$ cat src/rtl/regfile_param_if.sv
// Bus bundle for regfile_param: one write port, two read ports, bulk-clear request and status.
// The master drives the requests and the slave (the register file) returns read data and Busy.
interface regfile_param_if #(
    parameter int WIDTH  = 32,
    parameter int ADDR_W = 5
);
    logic              RegWrite;
    logic [ADDR_W-1:0] WriteRegNo;
    logic [WIDTH-1:0]  WriteData;
    logic [ADDR_W-1:0] ReadReg1;
    logic [ADDR_W-1:0] ReadReg2;
    logic              Clear;
    logic [WIDTH-1:0]  ReadData1;
    logic [WIDTH-1:0]  ReadData2;
    logic              Busy;

    modport master (
        output RegWrite, WriteRegNo, WriteData, ReadReg1, ReadReg2, Clear,
        input  ReadData1, ReadData2, Busy
    );

    modport slave (
        input  RegWrite, WriteRegNo, WriteData, ReadReg1, ReadReg2, Clear,
        output ReadData1, ReadData2, Busy
    );
endinterface

$ cat src/rtl/regfile_param.sv
// Parametrised register file: one write port, two registered read ports with write bypass,
// optional hardwired-zero r0 and a sequential bulk-clear sweep.
module regfile_param #(
    parameter int WIDTH    = 32,
    parameter int DEPTH    = 32,
    parameter int ADDR_W   = 5,
    parameter int ZERO_REG = 1
) (
    input  logic Clock,
    input  logic Reset,
    regfile_param_if.slave bus
);
    localparam int IDX_W = (DEPTH > 1) ? $clog2(DEPTH) : 1;

    typedef enum logic {IDLE, SWEEP} state_t;

    state_t            state, state_nxt;
    logic [ADDR_W-1:0] cnt, cnt_nxt;
    logic [WIDTH-1:0]  regs [DEPTH];
    logic              sweeping;
    logic              wr_ok;
    logic [WIDTH-1:0]  rd1_p0, rd2_p0;
    logic [WIDTH-1:0]  rd1_p1, rd2_p1;

    function automatic logic in_range(input logic [ADDR_W-1:0] a);
        return int'(a) < DEPTH;
    endfunction

    function automatic logic [IDX_W-1:0] idx(input logic [ADDR_W-1:0] a);
        return IDX_W'(a);
    endfunction

    function automatic logic is_zero_reg(input logic [ADDR_W-1:0] a);
        return (ZERO_REG != 0) && (a == '0);
    endfunction

    // Priority: unmapped/zero register, then the slot being swept, then a same-edge write.
    function automatic logic [WIDTH-1:0] read_sel(
        input logic [ADDR_W-1:0] a,
        input logic [WIDTH-1:0]  stored
    );
        if (!in_range(a) || is_zero_reg(a)) return '0;
        if (sweeping && (a == cnt))         return '0;
        if (wr_ok && (a == bus.WriteRegNo)) return bus.WriteData;
        return stored;
    endfunction

    assign sweeping = (state == SWEEP);
    assign wr_ok    = bus.RegWrite && !sweeping && in_range(bus.WriteRegNo)
                      && !is_zero_reg(bus.WriteRegNo);

    always_comb begin
        state_nxt = state;
        cnt_nxt   = cnt;
        case (state)
            IDLE: begin
                if (bus.Clear) begin
                    state_nxt = SWEEP;
                    cnt_nxt   = '0;
                end
            end
            SWEEP: begin
                if (int'(cnt) == DEPTH - 1) begin
                    state_nxt = IDLE;
                    cnt_nxt   = '0;
                end else begin
                    cnt_nxt = cnt + ADDR_W'(1);
                end
            end
            default: begin
                state_nxt = IDLE;
                cnt_nxt   = '0;
            end
        endcase
    end

    always_ff @(posedge Clock or negedge Reset) begin
        if (!Reset) begin
            state <= IDLE;
            cnt   <= '0;
        end else begin
            state <= state_nxt;
            cnt   <= cnt_nxt;
        end
    end

    // Writes are locked out during a sweep, so the two update sources never collide.
    always_ff @(posedge Clock or negedge Reset) begin
        if (!Reset) begin
            for (int i = 0; i < DEPTH; i++) regs[i] <= '0;
        end else if (sweeping) begin
            regs[idx(cnt)] <= '0;
        end else if (wr_ok) begin
            regs[idx(bus.WriteRegNo)] <= bus.WriteData;
        end
    end

    always_comb begin
        rd1_p0 = read_sel(bus.ReadReg1, regs[idx(bus.ReadReg1)]);
        rd2_p0 = read_sel(bus.ReadReg2, regs[idx(bus.ReadReg2)]);
    end

    // Stage p1: registered read data
    always_ff @(posedge Clock or negedge Reset) begin
        if (!Reset) begin
            rd1_p1 <= '0;
            rd2_p1 <= '0;
        end else begin
            rd1_p1 <= rd1_p0;
            rd2_p1 <= rd2_p0;
        end
    end

    assign bus.ReadData1 = rd1_p1;
    assign bus.ReadData2 = rd2_p1;
    assign bus.Busy      = sweeping;
endmodule

$ cat src/flat_wrapper.sv
// flat-port wrapper written by rule: the top's interface ports become plain ports
module regfile_param_flat 
#(
    parameter int WIDTH    = 32,
    parameter int DEPTH    = 32,
    parameter int ADDR_W   = 5,
    parameter int ZERO_REG = 1
)
  (Clock, Reset, bus_RegWrite, bus_WriteRegNo, bus_WriteData, bus_ReadReg1, bus_ReadReg2, bus_Clear, bus_ReadData1, bus_ReadData2, bus_Busy);
  regfile_param_if #(.WIDTH(WIDTH), .ADDR_W(ADDR_W)) bus_i ();
  input  logic Clock;
  input  logic Reset;
  input wire logic [$bits(bus_i.RegWrite)-1:0] bus_RegWrite;
  input wire logic [$bits(bus_i.WriteRegNo)-1:0] bus_WriteRegNo;
  input wire logic [$bits(bus_i.WriteData)-1:0] bus_WriteData;
  input wire logic [$bits(bus_i.ReadReg1)-1:0] bus_ReadReg1;
  input wire logic [$bits(bus_i.ReadReg2)-1:0] bus_ReadReg2;
  input wire logic [$bits(bus_i.Clear)-1:0] bus_Clear;
  output wire logic [$bits(bus_i.ReadData1)-1:0] bus_ReadData1;
  output wire logic [$bits(bus_i.ReadData2)-1:0] bus_ReadData2;
  output wire logic [$bits(bus_i.Busy)-1:0] bus_Busy;
  assign bus_i.RegWrite = bus_RegWrite;
  assign bus_i.WriteRegNo = bus_WriteRegNo;
  assign bus_i.WriteData = bus_WriteData;
  assign bus_i.ReadReg1 = bus_ReadReg1;
  assign bus_i.ReadReg2 = bus_ReadReg2;
  assign bus_i.Clear = bus_Clear;
  assign bus_ReadData1 = bus_i.ReadData1;
  assign bus_ReadData2 = bus_i.ReadData2;
  assign bus_Busy = bus_i.Busy;
  regfile_param #(.WIDTH(WIDTH), .DEPTH(DEPTH), .ADDR_W(ADDR_W), .ZERO_REG(ZERO_REG)) u_core (.Clock(Clock), .Reset(Reset), .bus(bus_i));
endmodule
$ cat config.mk
export PLATFORM = sky130hd
export DESIGN_NAME = regfile_param_flat
export DESIGN_NICKNAME = d
export VERILOG_FILES = /design/src/rtl/regfile_param_if.sv /design/src/rtl/regfile_param.sv /design/src/flat_wrapper.sv
export SDC_FILE = /design/constraint.sdc
export NUM_CORES = 2
export LEC_CHECK = 0
export ABC_CLOCK_PERIOD_IN_PS = 2000
export BUFFER_PORTS_ARGS = -buffer_cell sky130_fd_sc_hd__buf_2
export CORE_UTILIZATION = 57
export DETAILED_ROUTE_END_ITERATION = 12
export PLACE_DENSITY_LB_ADDON = 0.2
export SYNTH_ARGS = -nofsm -noshare
export SYNTH_HDL_FRONTEND = slang
export SYNTH_SLANG_ARGS = --single-unit
$ cat constraint.sdc
create_clock -name Clock -period 2 [get_ports Clock]
set_clock_uncertainty 0.05 [all_clocks]
set_input_delay 0.1 -clock Clock [delete_from_list [all_inputs] [get_ports Clock]]
set_output_delay 0.1 -clock Clock [all_outputs]
set_load 0.1 [all_outputs]
==> flow_metrics.tcl <==
set metrics [dict create \
    nNetsFinal 4222 \
    ys.flop_type "dfrtp_1" \
    drt_wl_total_um 239000 \
    fin_ws_ns -0.151 \
    cp.depth 7 \
    drtPass1Iterations 6 \
    hold_depth 5 \
    hpwl_um 153000 \
    yosys_warnings 0 \
    cp-startpoint "u_core.bus.Busy$_DFF_PN0_" \
    cpPeakStageDelay_ns 0.51 \
    drive_above_1_share_pct 35.3 \
    path_cells "buf_6 > nor2b_4 > o41ai_4 > nor4_4 > a211oi_4 > buf_12 > a32o_1" \
    syn_inst 3831 \
    r2r_start "u_core.bus.Busy$_DFF_PN0_" \
    setup_violations 213 \
    run_status "finished with violations" \
    clockBufferDepth 3 \
    synth.distinct_cells 49 \
    yosysTopAreaCell "dfrtp_1" \
    rsz0062_at_grt "true" \
    seq_area_frac_synth_pct 50.5 \
    synth_most_common_cell "dfrtp_1" \
    synth-seq-cells 1094 \
    routedWlPerCell_um 43.3 \
    antenna_found_initial 11 \
    clock-sinks 1094 \
    crit_path_end_kind "flip-flop" \
    cp_data_required_time_ns 2.56 \
    avgSynthCellArea_um2 14.2 \
    drv_cap 0 \
    cts_made_buffers 114 \
    io_buffers 115 \
    n_fill_cell 6131 \
    synth_common_cells "dfrtp_1, a22o_1, mux4_2, clkbuf_1, o22ai_1" \
    r2r_slack_ns -0.15 \
    die_w_um 311 \
    relSlewSlack_pct 39.9 \
    placed_cell_area_um2 61400 \
    fin_total_pwr_w 0.0699 \
    synth_top_area_share_pct 50.5 \
    drcViolationCount 0 \
    place_ws_ns -0.412 \
    grt_max_degree 102 \
    fp.dieH_um 311 \
    stdcell_area_um2 66500 \
    die_area_um2 96400 \
    ir_drop_mv 1.11 \
    htreeDepth 3 \
    coreArea_um2 93700 \
    drt-initial-drc-count 7360 \
    grt_pass1_vias 46000 \
    worst_slew_pin_slew_ns 0.901 \
    seqCellArea_um2 27400 \
    start_kind "flip-flop" \
    avgViaCountPerCell 8.21 \
    power_density_nw_per_um2 1050 \
    multi_input_comb_area_um2 25400 \
    period_share_pct 108 \
    track_usage_pct 49.4 \
    hold_viol_final 0 \
    synthTopCellsByArea "dfrtp_1, mux4_2, a22o_1" \
    cts_tree "built" \
    power.leakage_nw 30.1 \
    synth_edf_count 0 \
    ant_nets 0 \
    initial_core_util_pct 57.9 \
    path_max_fanout 25 \
    grt-ovfl-total 0 \
    min_from "bus_ReadReg2[2]" \
    async_reset_ff_share_pct 100 \
    crit_family "simple AND/OR/NAND/NOR gates" \
    cp_num_buf_inv 2 \
    root_buffer "clkbuf_16" \
    row_count 112 \
    clk_latency_ns 0.75 \
    via_count 45300 \
    violations "setup timing" \
    cp_slowest_cell "dfrtp_4" \
    hold_ws_ns 0.0352 \
    boundaryPins 116 \
    hold_path.class "in2reg" \
    netlist_area_um2 54300 \
    grt_pass1_wl_um 339000 \
    routabilityCongestion 1.01 \
    drv_slew 0 \
    final_util_pct 70.9 \
    arrival_ns 2.71 \
    path_class "reg2reg" \
    reg2reg_depth 7 \
    max_freq_mhz 465 \
    synth_fp_nets 3887 \
    finalCriticalPeriod_ns 2.15 \
    clk_pin_slew_ns 0.06 \
    area_delta_synth_final_pct 22.5 \
]
==> tightest hold or removal path, delay by kind of cell <==
family,cells,cell delay [ns]
multiplexers,1,0.08
AND/OR/NAND/NOR,1,0.07
AO/OA/AOI/OAI,1,0.24
buffers and inverters,2,0.27
==> metal layers <==
metal	track usage (%)	wire, um	share of wire, %
met1	64.4	81000	34
met2	66.5	97700	41
met3	22.4	40000	17
met4	32.7	20100	8.4
met5	0	108	0.045
==> through the flow <==
step,cells,setup TNS (ns)
2_1_floorplan,3831,-20.57
3_3_place_gp,5226,-17.23
3_5_place_dp,5226,-24.81
4_1_cts,5493,-4.74
5_1_grt,5517,-16.58
6_report,5521,-10.35
==> final timing paths <==
check	end
max in group asynchronous	u_core.bus.ReadData2[29]$_DFF_PN0_
min in group asynchronous	u_core.regs[680]$_DFFE_PN0P_
worst min register to register	u_core.regs[1005]$_DFFE_PN0P_
worst max register to register	u_core.bus.ReadData2[30]$_DFF_PN0_
worst min-delay path	u_core.bus.ReadData2[1]$_DFF_PN0_
worst max-delay path	u_core.bus.ReadData2[30]$_DFF_PN0_
==> cells by family (layout without fill, tap and decap cells) <==
family          Yosys count  after routing  synth area share [%]
other cells               0              5                     0
fa+ha+maj                 5              5                 0.115
simple gates            279            279                  2.66
compound gates         1329           1329                  20.4
mux                     577            577                  21.9
xor+xnor                 22             22                 0.355
buf+inv                 525            956                  4.04
flops                  1094           1094                  50.5
==> sequential cells by signal (all words and copies together), names as in the netlist <==
signal                count
u_core.cnt                5
u_core.bus.ReadData1     32
u_core.bus.ReadData2     32
u_core.bus.Busy           1
u_core.regs            1024
==> power by group <==
group / internal (W) / total, W / switching [W] / leakage, nW
clock network: 0.0130 / 0.0224 / 0.00940 / 1.97
registers: 0.0255 / 0.0286 / 0.00313 / 15.1
logic: 0.00811 / 0.0188 / 0.0107 / 13.1
total: 0.0466 / 0.0699 / 0.0232 / 30.1
==> layout by cell type, fill, tap and decap left out, drive strengths merged, types with 13 or more instances in the layout <==
cell,Yosys,final
nand2,66,66
clkinv,0,31
mux2i,73,73
dfrtp,1094,1094
dlygate4sd3,0,32
a22oi,15,15
buf,188,701
a22o,1007,1007
o22ai,190,190
nor3,50,50
mux2,16,16
clkbuf,331,173
nand2b,13,13
nor2,50,50
mux4,488,488
o32ai,17,17
nor4,19,19
and2,37,37
a32o,49,49
a21oi,34,34
==> final cells by class <==
type | count | area share [%]
sequential | 1094 | 41.2
multi-input combinational | 2212 | 38.2
timing repair buffer | 738 | 12.3
clock buffer | 168 | 5.17
tap | 1254 | 2.36
clock inverter | 44 | 0.762
inverter | 6 | 0.0339
antenna | 5 | 0.0188
==> what timing repair did <==
item	4_1_cts	5_1_grt
endpoints found under the hold margin	1870	0
resized for setup	28	33
cloned	2	4
endpoints found under the setup margin	368	763
setup buffers	22	20
hold buffers	33	0
pin swaps	9	20
Note: power is estimated with default switching activity, not from simulation.
